==> src/rtl/shift_pkg.sv <==
// Shared types and defaults for the multi-cycle shifter.
// Optional rotate mode is gated by SHIFT_ROTATE_EN in the consumers of this package.
package shift_pkg;

    localparam int unsigned DEF_WIDTH = 16;
    localparam int unsigned DEF_STEP  = 1;

    typedef enum logic [1:0] {
        SHM_SLL = 2'b00,
        SHM_SRL = 2'b01,
        SHM_SRA = 2'b10,
        SHM_ROL = 2'b11
    } shift_mode_e;

    typedef enum logic [1:0] {
        ST_IDLE  = 2'b00,
        ST_SHIFT = 2'b01,
        ST_DONE  = 2'b10
    } shift_state_e;

endpackage

==> src/rtl/shift_step.sv <==
// Combinational single-step shifter: shifts by k (1..STEP) and reports the boundary bit.
// Rotate-left support exists only when SHIFT_ROTATE_EN is defined.
module shift_step
    import shift_pkg::*;
#(
    parameter int unsigned WIDTH = DEF_WIDTH,
    parameter int unsigned STEP  = DEF_STEP
) (
    input  logic [WIDTH-1:0]             data_i,
    input  logic [$clog2(STEP+1)-1:0]    k_i,
    input  shift_mode_e                  mode_i,
    input  logic                         sign_i,
    output logic [WIDTH-1:0]             data_o,
    output logic                         carry_o
);

    localparam int unsigned IDX_W = $clog2(WIDTH);

    logic [IDX_W-1:0] hi_idx;
    logic [IDX_W-1:0] lo_idx;
    logic [WIDTH-1:0] fill;

    // hi_idx: last bit to leave on a left shift; lo_idx: last bit to leave on a right shift
    assign hi_idx = IDX_W'(WIDTH - 32'(k_i));
    assign lo_idx = IDX_W'(32'(k_i) - 32'd1);
    assign fill   = sign_i ? ~({WIDTH{1'b1}} >> k_i) : '0;

    always_comb begin
        data_o  = data_i << k_i;
        carry_o = data_i[hi_idx];
        case (mode_i)
            SHM_SRL: begin
                data_o  = data_i >> k_i;
                carry_o = data_i[lo_idx];
            end
            SHM_SRA: begin
                data_o  = (data_i >> k_i) | fill;
                carry_o = data_i[lo_idx];
            end
`ifdef SHIFT_ROTATE_EN
            SHM_ROL: begin
                data_o  = (data_i << k_i) | (data_i >> hi_idx);
                carry_o = data_i[hi_idx];
            end
`endif
            default: ;
        endcase
    end

endmodule

==> src/rtl/shift_unit_seq.sv <==
// Multi-cycle shifter with valid/ready on both sides, shifting STEP bits per cycle.
// SHIFT_ROTATE_EN enables mode 11 as rotate-left; otherwise mode 11 behaves as SLL.
module shift_unit_seq
    import shift_pkg::*;
#(
    parameter int unsigned WIDTH   = DEF_WIDTH,
    parameter int unsigned STEP    = DEF_STEP,
    parameter int unsigned SHAMT_W = $clog2(WIDTH)
) (
    input  logic               clk,
    input  logic               rst_n,
    input  logic               in_valid,
    output logic               in_ready,
    input  logic [WIDTH-1:0]   in_data,
    input  logic [SHAMT_W-1:0] in_shamt,
    input  logic [1:0]         in_mode,
    output logic               out_valid,
    input  logic               out_ready,
    output logic [WIDTH-1:0]   out_data,
    output logic               out_carry,
    output logic               busy
);

    localparam int unsigned K_W = $clog2(STEP + 1);

    shift_state_e       state_q, state_d;
    shift_mode_e        mode_q, mode_d, mode_in;
    logic [WIDTH-1:0]   data_q, data_d, step_data;
    logic [SHAMT_W-1:0] rem_q, rem_d;
    logic               carry_q, carry_d, step_carry;
    logic               sign_q, sign_d;
    logic               in_ready_q, in_ready_d;
    logic               out_valid_q, out_valid_d;
    logic               busy_q, busy_d;
    logic [K_W-1:0]     k;
    logic               accept;

    assign accept = in_valid && in_ready_q;
    assign k      = (32'(rem_q) >= STEP) ? K_W'(STEP) : K_W'(rem_q);

`ifdef SHIFT_ROTATE_EN
    assign mode_in = shift_mode_e'(in_mode);
`else
    assign mode_in = (in_mode == SHM_ROL) ? SHM_SLL : shift_mode_e'(in_mode);
`endif

    shift_step #(
        .WIDTH (WIDTH),
        .STEP  (STEP)
    ) u_step (
        .data_i  (data_q),
        .k_i     (k),
        .mode_i  (mode_q),
        .sign_i  (sign_q),
        .data_o  (step_data),
        .carry_o (step_carry)
    );

    // State and datapath registers
    always_ff @(posedge clk or negedge rst_n) begin
        if (!rst_n) begin
            state_q     <= ST_IDLE;
            mode_q      <= SHM_SLL;
            data_q      <= '0;
            rem_q       <= '0;
            carry_q     <= 1'b0;
            sign_q      <= 1'b0;
            in_ready_q  <= 1'b1;
            out_valid_q <= 1'b0;
            busy_q      <= 1'b0;
        end else begin
            state_q     <= state_d;
            mode_q      <= mode_d;
            data_q      <= data_d;
            rem_q       <= rem_d;
            carry_q     <= carry_d;
            sign_q      <= sign_d;
            in_ready_q  <= in_ready_d;
            out_valid_q <= out_valid_d;
            busy_q      <= busy_d;
        end
    end

    // Next-state logic
    always_comb begin
        state_d = state_q;
        case (state_q)
            ST_IDLE:  if (accept) state_d = (in_shamt == '0) ? ST_DONE : ST_SHIFT;
            ST_SHIFT: if (rem_q == SHAMT_W'(k)) state_d = ST_DONE;
            ST_DONE:  if (out_ready) state_d = ST_IDLE;
            default:  state_d = ST_IDLE;
        endcase
    end

    // Operand capture and per-cycle shift
    always_comb begin
        data_d  = data_q;
        mode_d  = mode_q;
        rem_d   = rem_q;
        carry_d = carry_q;
        sign_d  = sign_q;
        if (state_q == ST_IDLE && accept) begin
            data_d  = in_data;
            mode_d  = mode_in;
            rem_d   = in_shamt;
            carry_d = 1'b0;
            sign_d  = in_data[WIDTH-1];
        end else if (state_q == ST_SHIFT) begin
            data_d  = step_data;
            carry_d = step_carry;
            rem_d   = rem_q - SHAMT_W'(k);
        end
    end

    // Handshake/status outputs, registered from the next state
    always_comb begin
        in_ready_d  = (state_d == ST_IDLE);
        out_valid_d = (state_d == ST_DONE);
        busy_d      = (state_d != ST_IDLE);
    end

    assign in_ready  = in_ready_q;
    assign out_valid = out_valid_q;
    assign busy      = busy_q;
    assign out_data  = data_q;
    assign out_carry = carry_q;

endmodule
==> config.mk <==
export PLATFORM = sky130hd
export DESIGN_NAME = shift_unit_seq
export DESIGN_NICKNAME = d
export VERILOG_FILES = /design/src/rtl/shift_pkg.sv /design/src/rtl/shift_step.sv /design/src/rtl/shift_unit_seq.sv
export SDC_FILE = /design/constraint.sdc
export NUM_CORES = 1
export LEC_CHECK = 0
export ABC_AREA = 1
export CORE_ASPECT_RATIO = 0.8
export CORE_MARGIN = 10
export CORE_UTILIZATION = 40
export DETAILED_ROUTE_END_ITERATION = 12
export GPL_TIMING_DRIVEN = 0
export HOLD_SLACK_MARGIN = 0.03
export PLACE_DENSITY = 0.76
export SETUP_SLACK_MARGIN = 0.05
export SYNTH_ARGS = -nofsm -noshare
export SYNTH_HDL_FRONTEND = slang
export SYNTH_HIERARCHICAL = 1
export SYNTH_SLANG_ARGS = --single-unit
==> constraint.sdc <==
create_clock -name clk -period 1.4 [get_ports clk]
set_input_delay 0.14 -clock clk [delete_from_list [all_inputs] [get_ports clk]]
set_output_delay 0.14 -clock clk [all_outputs]
set_load 0.05 [all_outputs]
After elaboration in Yosys (flattened, before gate mapping)
Index checks and enable logic that the tools add are counted.
Operators by class
  add/subtract/negate cells: 3
  magnitude comparators: 3
  equal/unequal tests: 7
  shift operators: 3
  mux-type cells: 20
  bitwise gates (word level): 2
  reductions and logical operators: 8
Operators with widths (count)
  $mux 16: 3
  $pmux 16 s2: 1
  $not 16->16: 1
  $or 16x16->16: 1
  $shl 16x1->16: 1
  $shr 16x1->16: 1
  $shr 16x1->16 const A: 1
  $lt 4x5->1 const B: 2
  $mux 2: 5
  $bmux 1 s4: 2
  $eq 2x2->1 const B: 4
  $mux 4: 2
  $mux 1: 6
  $pmux 2 s3: 1
  $eq 2x1->1 const B: 2
  $eq 4x1->1: 1
  $ge 4x1->1 const B: 1
  $logic_not 2->1: 2
  $logic_not 4->1: 1
  $reduce_bool 2->1: 2
  $sub 4x1->4: 1
  $logic_and 1x1->1: 2
  $reduce_or 2->1: 1
  $sub 1x1->2 const A: 1
  $sub 1x1->2 const B: 1
Storage, ports and cells
  register bits: 29
  input bits: 26
  output and inout port bits: 20
  word-level logic and storage cells: 55

Depth between registers and ports, before layout
  depth after elaboration: 9
  depth in mapped cells: 12
  mapped depth without buffers: 11

Cells and area by module
The synthesis kept the hierarchy.
By module, submodules not included
  shift_unit_seq: times used 1, cells an instance 174, area an instance 1378.8 um^2, sequential area each 726.9 um^2
  shift_step: times used 1, cells an instance 131, area an instance 576.8 um^2, sequential area each 0.0 um^2

Worst setup path after synthesis
Ideal clock, no wire load.
  kind: register to register
  start: reg rem_q[2]
  end: reg data_q[15] (netlist: out_data[15])
  setup time: 0.118 ns
  data arrival time: 1.368 ns
  data required time: 1.282 ns
  slack: -0.086 ns
  cell stages (with the launch flop): 13
  path buffers: 2
  period minus slack after synthesis: 1.486 ns
  path through: dfrtp_1 nor2_1 nand3_1 buf_6 buf_12 nand3_1 nand2_1 nand2_1 nand2_1 nand2_1 nand2_1 nand2_1 nand2_1
On the way
  word-level cells in the longest chain between the ends: 9
  elaborated cells between the ends (all ways): 11
  classes of those cells: 1 x order compare; 3 x shift; 5 x mux; 2 x bitwise
Ends and longest elaborated chain
  start: declaration: RTL line shift_unit_seq.sv:29  | logic [SHAMT_W-1:0] rem_q, rem_d;
  start signal: assignment: RTL line shift_unit_seq.sv:75  | rem_q <= rem_d;
  $ge 4x1->1 (*): RTL line shift_unit_seq.sv:39  | assign k = (32'(rem_q) >= STEP) ? K_W'(STEP) : K_W'(rem_q);
  $mux 1 (*): RTL line shift_unit_seq.sv:39
  via k: RTL line shift_unit_seq.sv:35  | logic [K_W-1:0] k;
  $shr 16x1->16: RTL line shift_step.sv:26  | assign fill = sign_i ? ~({WIDTH{1'b1}} >> k_i) : '0;
  $not 16->16: RTL line shift_step.sv:26
  $mux 16: RTL line shift_step.sv:26
  $or 16x16->16: RTL line shift_step.sv:37  | data_o = (data_i >> k_i) | fill;
  $pmux 16 s2 (*): RTL line shift_step.sv:31  | case (mode_i)
  via step_data[15]: RTL line shift_unit_seq.sv:28  | logic [WIDTH-1:0] data_q, data_d, step_data;
  $mux 16 (*): RTL line shift_unit_seq.sv:108  | end else if (state_q == ST_SHIFT) begin
  $mux 16 (*): RTL line shift_unit_seq.sv:102  | if (state_q == ST_IDLE && accept) begin
  end signal: assignment: RTL line shift_unit_seq.sv:74  | data_q <= data_d;
  end: declaration: RTL line shift_unit_seq.sv:28
The timed path passes the listed nets; every way through them passes the cells marked *. The select of a mux whose other input is x is not followed.
A chain may end at the register's enable or synchronous reset.

Worst setup path after layout
Same ends and word-level chain as after synthesis.

==> summary.md <==
| Metric | Value |
|---|---|
| Area growth from synthesis to final layout | `50.7%` |
| CTS tree | `done` |
| Element type at the critical path end | `register` |
| Netlist Area Pre-Place | `~0.0020 mm^2` |
| Fin worst setup slack | `-0.106 ns` |
| Critical path's most frequent cell | `nand2_1` |
| First-pass GRT wire length | `around 9000 um` |
| Antenna Violating Nets Remaining | `0` |
| Top Ports | `46` |
| Overall power | `0.00808 W` |
| # setup viols final | `21` |
| Drt total wl | `slightly below 6000 um` |
| CP Class | `reg -> reg` |
| Seq/Total Area, Yosys | `a little under two fifths` |
| Vias in the first global route | `approximately 1,900` |
| # Max-Cap Violations | `0` |
| GR Overflow Total | `0` |
| Largest stage delay, worst path | `0.41 ns` |
| Syn nets | `334` |
| Initial DRC Count | `roughly 190` |
| Area of the die | `around 0.0081 mm^2` |
| H-tree lvl count | `2` |
| Starting density of the core | `between 40% and 50%` |
| Relative slew margins | `55.9%` |
| Filler cells | `around 380` |
| Initial antenna violation count | `0` |
| Main flop type after synthesis | `dfrtp_1` |
| Share of cells above drive strength 1 | `a little under 30%` |
| Root buf cell | `clkbuf_8` |
| RR Startpoint | `rem_q[2]` |
| Final core utilization | `63.3%` |
| Commonest cells after routing, fill and taps aside | `163 x nand2_1, 28 x dfrtp_1, 24 x nand2_2, 24 x clkdlybuf4s50_1, 20 x nand3_1` |
| Fin crit share | `108%` |
| Minimum clock period | `approximately 1.5 ns` |
| Synth top area cells | `nand2_1 37%, dfrtp_1 36%, nand3_1 6.7%, buf_6 3.5%, inv_1 2.9%` |
| Clk_lat worst skew | `~0.28 ns` |
| Worst slew pin tran | `~0.66 ns` |
| CP Capture Point | `out_data[15]` |
| Diodes inserted | `0` |
| HPWL Detailed | `roughly 3800 um` |
| Layout Skew | `a little under 0.004 ns` |
| Post-synthesis register bit count | `29` |
| Max Freq | `664 MHz` |
| Drt drc | `0` |
| Hold Violations, Final | `0` |
| CP max stage cell | `dfrtp_1` |
| Site Rows | `22` |
| LEAKAGE | `1.60 nW` |
| Slew Viols, Final | `0` |
| Pre-antenna DRT Iters | `4` |
| Ys async rst share | `100%` |
| CP cell instances | `nor2_4, nand3_4, buf_8, buf_12, nand3_2, nand2_2, nand2_1, nand2_1, nand2_1, nand2_1, nand2_1, nand2_1` |
| Clock tree buffer depth | `2` |
| Clk slew on worst S/H paths | `approximately 0.06 ns` |
| Die span in y | `82.5 um` |
| Run status | `finished with violations` |
| Failing checks | `setup timing` |
| Total global-route track usage | `between 10% and 20%` |
| Setup TNS | `-0.840 ns` |
| Hold Path Class | `in -> async` |
| Peak supply drop | `between 1000 and 1500 uV` |
| Final Net Count | `a little over 400` |
| Total number of vias | `approximately 2,200` |
| Leading cell type in the layout, fill and taps excluded | `nand2_1` |
| RSZ-0062 raised after global routing | `yes` |
| Avg WL per Cell | `approximately 13 um` |
| Critical path fanouts, max | `5` |
| Multi-input gate area | `about 0.0012 mm^2` |
| Pwr dens | `2740 mW/mm^2` |
| FF-to-FF setup slack | `-0.11 ns` |
| CTS Buf Count | `5` |
| Data required, critical path | `about 1.6 ns` |
| Die width | `98.2 um` |
| Arr. time, crit path | `roughly 1.7 ns` |
| Critical path startpoint category | `register` |
| Post-synth top area share | `37.0%` |
| Critical path startpoint | `rem_q[2]` |
| Storage cell area | `slightly above 700 um^2` |
| Avg Inst Size Synth | `between 6 and 7 um^2` |
| Yosys cell types | `23` |
| R2R Path End | `out_data[15]` |
| PortBufs | `45` |
| Largest net degree at the start of global routing | `30` |
| Synth warn | `6` |
| Number of enable flip-flop cells after synthesis | `0` |
| Mapped Cells | `around 310` |
| Routability cong. | `roughly 0.84` |
| Clock sinks | `29` |
| Core Region | `0.00465 mm^2` |
| Area leader, netlist | `nand2_1` |
| Path depth of the worst reg2reg path | `12` |
| Vias per cell | `4.98` |
## power breakdown
part	internal, W	switching [W]	leakage, nW
sequential	0.00125	0.000437	0.366
clock	0.000444	0.000324	0.0542
combinational	0.00219	0.00343	1.18
total	0.00388	0.00419	1.60
## synth_stat cells (2+ instances only)
library cell and number:
buf_4 3, buf_6 6, dfrtp_1 28, ha_1 3, inv_1 15, inv_2 3
nand2_1 193, nand2_2 2, nand2_4 2, nand3_1 26, nor2_1 9, nor2_2 3
o21ai_0 2
## cell type report
cell class | count | area share [%]
plain buffers | 11 | 4.25
clock buffers | 7 | 3.27
clock inverters | 1 | 0.170
inverters | 19 | 2.68
multi-input cells | 246 | 41.5
flip-flops and latches | 29 | 24.7
well taps | 60 | 2.55
repair buffers | 63 | 20.9
## metrics by stage
stage / instance area (um^2) / instances / hold slack, ns / setup slack (ns)
6_report: 2950 / 436 / 0.420 / -0.106
5_1_grt: 2950 / 436 / 0.426 / -0.194
4_1_cts: 2830 / 430 / 0.316 / -0.0940
3_5_place_dp: 2500 / 410 / 0.466 / -0.338
3_3_place_gp: 2500 / 410 / 0.460 / -0.309
2_1_floorplan: 1970 / 305 / -0.156 / -0.0301
## worst min path at each step
stage                from           to  slack [ns]  depth (start not counted)
3_5_place_dp    out_carry    out_carry        0.47                          2
6_report            rst_n         busy        0.42                          2
3_3_place_gp    out_carry    out_carry        0.46                          2
5_1_grt        in_data[9]  out_data[9]        0.43                          3
2_1_floorplan       rst_n         busy       -0.16                          0
4_1_cts             rst_n         busy        0.32                          1
## registers in the layout, summed over array words and instances (netlist names)
| name | count |
|---|---|
| state_q | 2 |
| mode_q | 2 |
| busy | 1 |
| rem_q | 4 |
| out_valid | 1 |
| out_data | 16 |
| out_carry | 1 |
| in_ready | 1 |
| sign_q | 1 |
## routing by layer
metal | vias to the layer above | part of all wire [%] | global-route usage [%]
met1 | 1010 | 43 | 16.5
met5 | - | 0 | 0
met3 | 12 | 7.8 | 3.49
met2 | 76 | 47 | 23.2
met4 | 0 | 1.7 | 5.00
li1 | 1074 | - | -
## what timing repair did
| action | CTS | global route |
|---|---|---|
| resized for setup | 83 | 33 |
| pin swaps | 34 | 29 |
| endpoints found under the hold margin | 0 | 28 |
| setup endpoints to repair | 67 | 29 |
| gates cloned | 2 | 0 |
| buffers inserted | 10 | 5 |
| hold buffers | 0 | 1 |
## kinds of logic after synthesis
group,after synthesis,synth area share (%)
flip-flops,29,37.2
XOR/XNOR,1,0.448
adder cells (fa/ha/maj),3,1.92
AO/OA/AOI/OAI,2,0.512
AND/OR/NAND/NOR,240,50.3
buffers and inverters,30,9.66
## worst max-delay path: cells and delay by family (launching register included)
kind,cells,cell delay (ns)
flip-flops,1,0.41
buffers and inverters,2,0.29
AND/OR/NAND/NOR,10,0.69
Note: power is estimated with default switching activity, not from simulation.
